### src/rtl/fetch_pkg.sv
// Shared types and constants for the instruction-fetch front end.
package fetch_pkg;

    localparam int unsigned PC_STEP = 4;
    localparam logic [31:0] INST_NOP = 32'h0000_0013;

    typedef struct packed {
        logic [31:0] pc;
        logic [31:0] inst;
    } fetch_entry_t;

endpackage

### src/rtl/fetch_unit_sync_fifo.sv
// Generic synchronous FIFO with occupancy count and single-cycle clear.
module sync_fifo #(
    parameter type T     = logic [7:0],
    parameter int  DEPTH = 4
) (
    input  logic                     clk,
    input  logic                     rst,
    input  logic                     clear,
    input  logic                     push,
    input  T                         push_data,
    input  logic                     pop,
    output T                         head,
    output logic [$clog2(DEPTH):0]   count
);
    localparam int AW = $clog2(DEPTH);

    T             mem [DEPTH];
    logic [AW-1:0] rd_ptr;
    logic [AW-1:0] wr_ptr;

    // Pointers wrap naturally because DEPTH is a power of two.
    always_ff @(posedge clk) begin
        if (rst || clear) begin
            rd_ptr <= '0;
            wr_ptr <= '0;
            count  <= '0;
        end else begin
            if (push) wr_ptr <= wr_ptr + 1'b1;
            if (pop)  rd_ptr <= rd_ptr + 1'b1;
            count <= count + (AW+1)'(push) - (AW+1)'(pop);
        end
    end

    always_ff @(posedge clk) begin
        if (push) mem[wr_ptr] <= push_data;
    end

    assign head = mem[rd_ptr];

endmodule

### src/rtl/fetch_unit.sv
// Fetch front end: PC, one-deep inflight tracking against a 1-cycle imem,
// credit-based issue, and a FIFO of {pc, inst} entries for decode.
module fetch_unit
    import fetch_pkg::*;
#(
    parameter int          XLEN     = 32,
    parameter int          DEPTH    = 4,
    parameter int          IMEM_AW  = 13,
    parameter logic [31:0] RESET_PC = 32'h0
) (
    input  logic                     clk_i,
    input  logic                     rst_i,
    input  logic                     redirect_valid_i,
    input  logic [XLEN-1:0]          redirect_pc_i,
    output logic                     imem_req_o,
    output logic [IMEM_AW-1:0]       imem_addr_o,
    input  logic [XLEN-1:0]          imem_rdata_i,
    output logic                     out_valid_o,
    input  logic                     out_ready_i,
    output logic [XLEN-1:0]          out_inst_o,
    output logic [XLEN-1:0]          out_pc_o,
    output logic [XLEN-1:0]          out_pc4_o,
    output logic [$clog2(DEPTH):0]   count_o,
    output logic [XLEN-1:0]          pc_debug_o
);
    localparam int CW = $clog2(DEPTH) + 1;

    typedef struct packed {
        logic [XLEN-1:0] pc;
        logic [XLEN-1:0] inst;
    } entry_t;

    logic [XLEN-1:0] fetch_pc;
    logic [XLEN-1:0] inflight_pc;
    logic            inflight;
    logic            pop;
    logic            push;
    logic            issue;
    logic [CW-1:0]   count;
    logic [CW:0]     credit_used;
    entry_t          head;
    entry_t          push_data;

    // Credits count both buffered entries and the response still in flight,
    // so a push can never land on a full FIFO.
    assign pop         = out_valid_o & out_ready_i;
    assign credit_used = {1'b0, count} + (CW+1)'(inflight) - (CW+1)'(pop);
    assign issue       = !rst_i && !redirect_valid_i && (credit_used < (CW+1)'(DEPTH));
    assign push        = inflight && !redirect_valid_i && !rst_i;
    assign push_data   = '{pc: inflight_pc, inst: imem_rdata_i};

    always_ff @(posedge clk_i) begin
        if (rst_i) begin
            fetch_pc    <= XLEN'(RESET_PC);
            inflight    <= 1'b0;
            inflight_pc <= '0;
        end else if (redirect_valid_i) begin
            fetch_pc <= redirect_pc_i & ~XLEN'(3);
            inflight <= 1'b0;
        end else begin
            inflight <= issue;
            if (issue) begin
                inflight_pc <= fetch_pc;
                fetch_pc    <= fetch_pc + XLEN'(PC_STEP);
            end
        end
    end

    sync_fifo #(.T(entry_t), .DEPTH(DEPTH)) u_fifo (
        .clk       (clk_i),
        .rst       (rst_i),
        .clear     (redirect_valid_i),
        .push      (push),
        .push_data (push_data),
        .pop       (pop),
        .head      (head),
        .count     (count)
    );

    assign imem_req_o  = issue;
    assign imem_addr_o = fetch_pc[IMEM_AW-1:0];
    assign out_valid_o = (count != '0);
    assign out_inst_o  = head.inst;
    assign out_pc_o    = head.pc;
    assign out_pc4_o   = head.pc + XLEN'(PC_STEP);
    assign count_o     = count;
    assign pc_debug_o  = fetch_pc;

endmodule

### config.mk
export PLATFORM = sky130hd
export DESIGN_NAME = fetch_unit
export DESIGN_NICKNAME = d
export VERILOG_FILES = /design/src/rtl/fetch_pkg.sv /design/src/rtl/fetch_unit_sync_fifo.sv /design/src/rtl/fetch_unit.sv
export SDC_FILE = /design/constraint.sdc
export NUM_CORES = 1
export LEC_CHECK = 0
export BUFFER_PORTS_ARGS = -buffer_cell sky130_fd_sc_hd__buf_4
export CORE_UTILIZATION = 44
export DETAILED_ROUTE_END_ITERATION = 10
export GPL_TIMING_DRIVEN = 0
export PLACE_DENSITY_LB_ADDON = 0.1
export SLEW_MARGIN = 10
export SYNTH_ARGS = -nofsm -noshare
export SYNTH_HDL_FRONTEND = slang
export SYNTH_SLANG_ARGS = --single-unit
### constraint.sdc
create_clock -name clk_i -period 5.85 [get_ports clk_i]
set_input_delay 1.17 -clock clk_i [delete_from_list [all_inputs] [get_ports clk_i]]
set_output_delay 1.17 -clock clk_i [all_outputs]
set_load 0.005 [all_outputs]
==> flow_metrics.tcl <==
set metrics [dict create \
    status "complete, no violations" \
    cts_sinks 318 \
    max_freq_mhz 212 \
    dp_hpwl_um 19600 \
    synth_flop_cell "edfxtp_1" \
    drive_gt1_share_pct 33.7 \
    slew_violations 0 \
    placed_cells_incl_taps 1456 \
    fin_util_pct 55.6 \
    htree_levels 2 \
    die_w_um 176 \
    antenna_found_initial 0 \
    setup_viol 0 \
    fillCellCount 2524 \
    antenna_left 0 \
    ys_types 58 \
    p_clk_share_pct 42.4 \
    core-area_um2 29600 \
    hp-start "inflight_pc[19]" \
    p_total_mw 4.87 \
    period_minus_slack_ns 4.71 \
    place_area_um2 15400 \
    critPathLaunch "u_fifo.count[1]" \
    vias 7931 \
    clk_pin_slew_ns 0.06 \
    critPathTopFamily "simple AND/OR/NAND/NOR gates" \
    grt_usage_pct 18.8 \
    drt-vias-per-instance 5.23 \
    rsz0062_at_grt "no" \
    period_share_pct 80.5 \
    synth_warnings 0 \
    grt_pass1_wl_um 44600 \
    crit_slowest_cell "or3_1" \
    antenna_cells 0 \
    clockBufferDepth 3 \
    multiInputGateArea_um2 3960 \
    dp_worst_setup_slack_ns 1.14 \
    switching_power_mw 1.02 \
    initial_core_util_pct 44.7 \
    timing.hold.ws_ns 0.492 \
    p_leak_nw 5.68 \
    die_area_um2 30800 \
    overflow 0 \
    cts_root_buffer "clkbuf_16" \
    crit_chain "or3_1 > and2_1 > ha_1 > inv_1 > ha_1 > and3b_4 > nor4_4 > o21ai_1 > inv_1 > clkbuf_1 > buf_4" \
    area_growth_pct 24.3 \
    timing.rr.start "u_fifo.count[1]" \
    totalWireLength_um 28700 \
    drc 0 \
    ir_worst_vdd_mv 0.176 \
    pwr-share-seq_pct 51.6 \
    stdcell_count 1515 \
    finalHoldViolCount 0 \
    cp_slowest_stage_delay_ns 0.40 \
    power.internal_mw 3.86 \
    post-cts-setup-buffers 0 \
    die_y_um 176 \
    async_reset_ff_share_pct 0 \
    comb_power_share_pct 6.0 \
    avgSynthCellArea_um2 15.5 \
    synth-edff-count 248 \
    wl_per_cell_um 18.9 \
    boundaryPins 214 \
    cp-start-kind "flip-flop" \
    gp_congestion 0.852 \
    cp.arrival_ns 3.54 \
    hold_buffers 0 \
    io_buffers 201 \
    skew_ns 0.0204 \
    worst_pin_slew_ns 0.705 \
    first_pass_iters 5 \
    swShare_pct 20.8 \
    grt_pass1_vias 7891 \
    yosysSeqAreaShare_pct 66.8 \
    synthCells 854 \
    cp.required_ns 4.68 \
    synth_area_um2 13300 \
    cp_max_fo 10 \
    grt_max_degree 53 \
    num-nets-final 1182 \
    numCtsBuffers 35 \
    final_cell_area_um2 16500 \
    fin_tns_setup_ns 0 \
    hold_class "reg -> reg" \
    cts_tree "done" \
    drtIter0Drc 422 \
    synth_seq_cells 318 \
    seq_area_um2 8850 \
    criticalPathCategory "reg -> out" \
    critPathBufInv 4 \
    clk_latency_ns 0.50 \
    powerDensity_nw_per_um2 296 \
    post_cts_resized 0 \
    rows 63 \
    cap_violations 0 \
    worst_slack_ns 1.14 \
    max_slew_margin_pct 53.0 \
    critical_path.endpoint_type "output port" \
]
[cell families (layout without fill, tap and decap cells)]
group	count (synthesis)	in the layout	share of synthesized area, %
other cells	1	8	0.0283
compound gates	93	93	4.99
simple gates	241	241	9.88
fa+ha+maj	11	11	1.10
xor+xnor	40	40	2.64
mux	63	63	10.9
buf+inv	87	351	3.70
flops	318	318	66.8
[power by group through the flow]
stage	clock network, mW	logic (mW)	registers (mW)
floorplan	0	0.146	2.55
detailed placement	0	0.295	2.56
CTS	2.12	0.296	2.51
global route	2.21	0.323	2.52
finish	2.07	0.293	2.51
global placement	0	0.290	2.56
[tightest hold or removal path: cells and delay by family, from the launching register on]
| family | cells | cell delay, ns |
|---|---|---|
| AND/OR/NAND/NOR | 1 | 0.06 |
| AO/OA/AOI/OAI | 1 | 0.05 |
| flip-flops | 1 | 0.33 |
[synth_stat cells, types with 4 or more instances]
| library cell | count | area, µm² |
|---|---|---|
| and4_1 | 8 | 70.1 |
| buf_2 | 10 | 50.1 |
| o21ai_0 | 4 | 20.0 |
| nor3_2 | 12 | 120 |
| o31ai_1 | 9 | 67.6 |
| and2_1 | 10 | 62.6 |
| mux4_1 | 10 | 263 |
| edfxtp_1 | 248 | 7450 |
| xnor2_1 | 19 | 166 |
| xor2_1 | 21 | 184 |
| or4_1 | 10 | 75.1 |
| buf_4 | 23 | 173 |
| ha_1 | 10 | 125 |
| nand3_1 | 18 | 90.1 |
| nand2_1 | 87 | 327 |
| inv_1 | 22 | 82.6 |
| dfxtp_1 | 70 | 1400 |
| or3_1 | 4 | 25.0 |
| clkbuf_1 | 24 | 90.1 |
| nor2_1 | 47 | 176 |
| a2111oi_2 | 4 | 60.1 |
| nand4_1 | 9 | 56.3 |
| a211oi_1 | 8 | 60.1 |
| nor2b_1 | 5 | 31.3 |
| buf_6 | 5 | 56.3 |
| a311oi_1 | 19 | 166 |
| a21oi_1 | 35 | 175 |
| mux4_2 | 52 | 1170 |
| and3_1 | 11 | 68.8 |
[worst paths after layout]
kind                endpoint  slack [ns]  depth (start not counted)
min          inflight_pc[19]        0.49                          2
max               imem_req_o        1.14                         11
max reg2reg   pc_debug_o[11]        2.47                         11
min reg2reg  inflight_pc[19]        0.49                          2
[final cells by class]
type	count	area share [%]
clock inverter	13	0.714
tap	390	2.96
clock buffer	46	5.83
multi-input combinational	456	24.0
sequential	318	53.7
timing repair buffer	205	9.74
buffer	65	2.48
inverter	22	0.501
[routing by layer]
layer	GRT usage (%)	wire length, µm	part of all wire [%]	vias up
met3	3.51	1540	5.4	43
met5	0	0	0	-
met4	4.86	548	1.9	0
met1	25.7	12800	45	3873
met2	31.1	13800	48	240
li1	-	-	-	3775
[layout by cell type (no fill, tap or decap), drive strengths merged, types with 2 or more instances in the layout]
cell      Yosys  final
a2111oi       5      5
a211oi        8      8
a21oi        35     35
a311oi       19     19
a31o          2      2
and2         10     10
and3         11     11
and4         11     11
buf          41    246
bufinv        0      2
clkbuf       24     70
clkinv        0      8
clkinvlp      0      3
conb          1      8
dfxtp        70     70
edfxtp      248    248
ha           10     10
inv          22     22
mux4         62     62
nand2        90     90
nand3        19     19
nand4        11     11
nor2         47     47
nor2b         5      5
nor3         14     14
nor4          6      6
o21ai         6      6
o31a          2      2
o31ai         9      9
or3           4      4
or4          10     10
xnor2        19     19
xor2         21     21
[sequential cells by signal (all words and copies together), names as in the netlist, named ones only]
| register | cells |
|---|---|
| u_fifo.mem | 248 |
| u_fifo.rd_ptr | 2 |
| inflight_pc | 30 |
| inflight | 1 |
| pc_debug_o | 30 |
| u_fifo.count | 3 |
| u_fifo.wr_ptr | 2 |
Power figures use the tool's default switching activity.
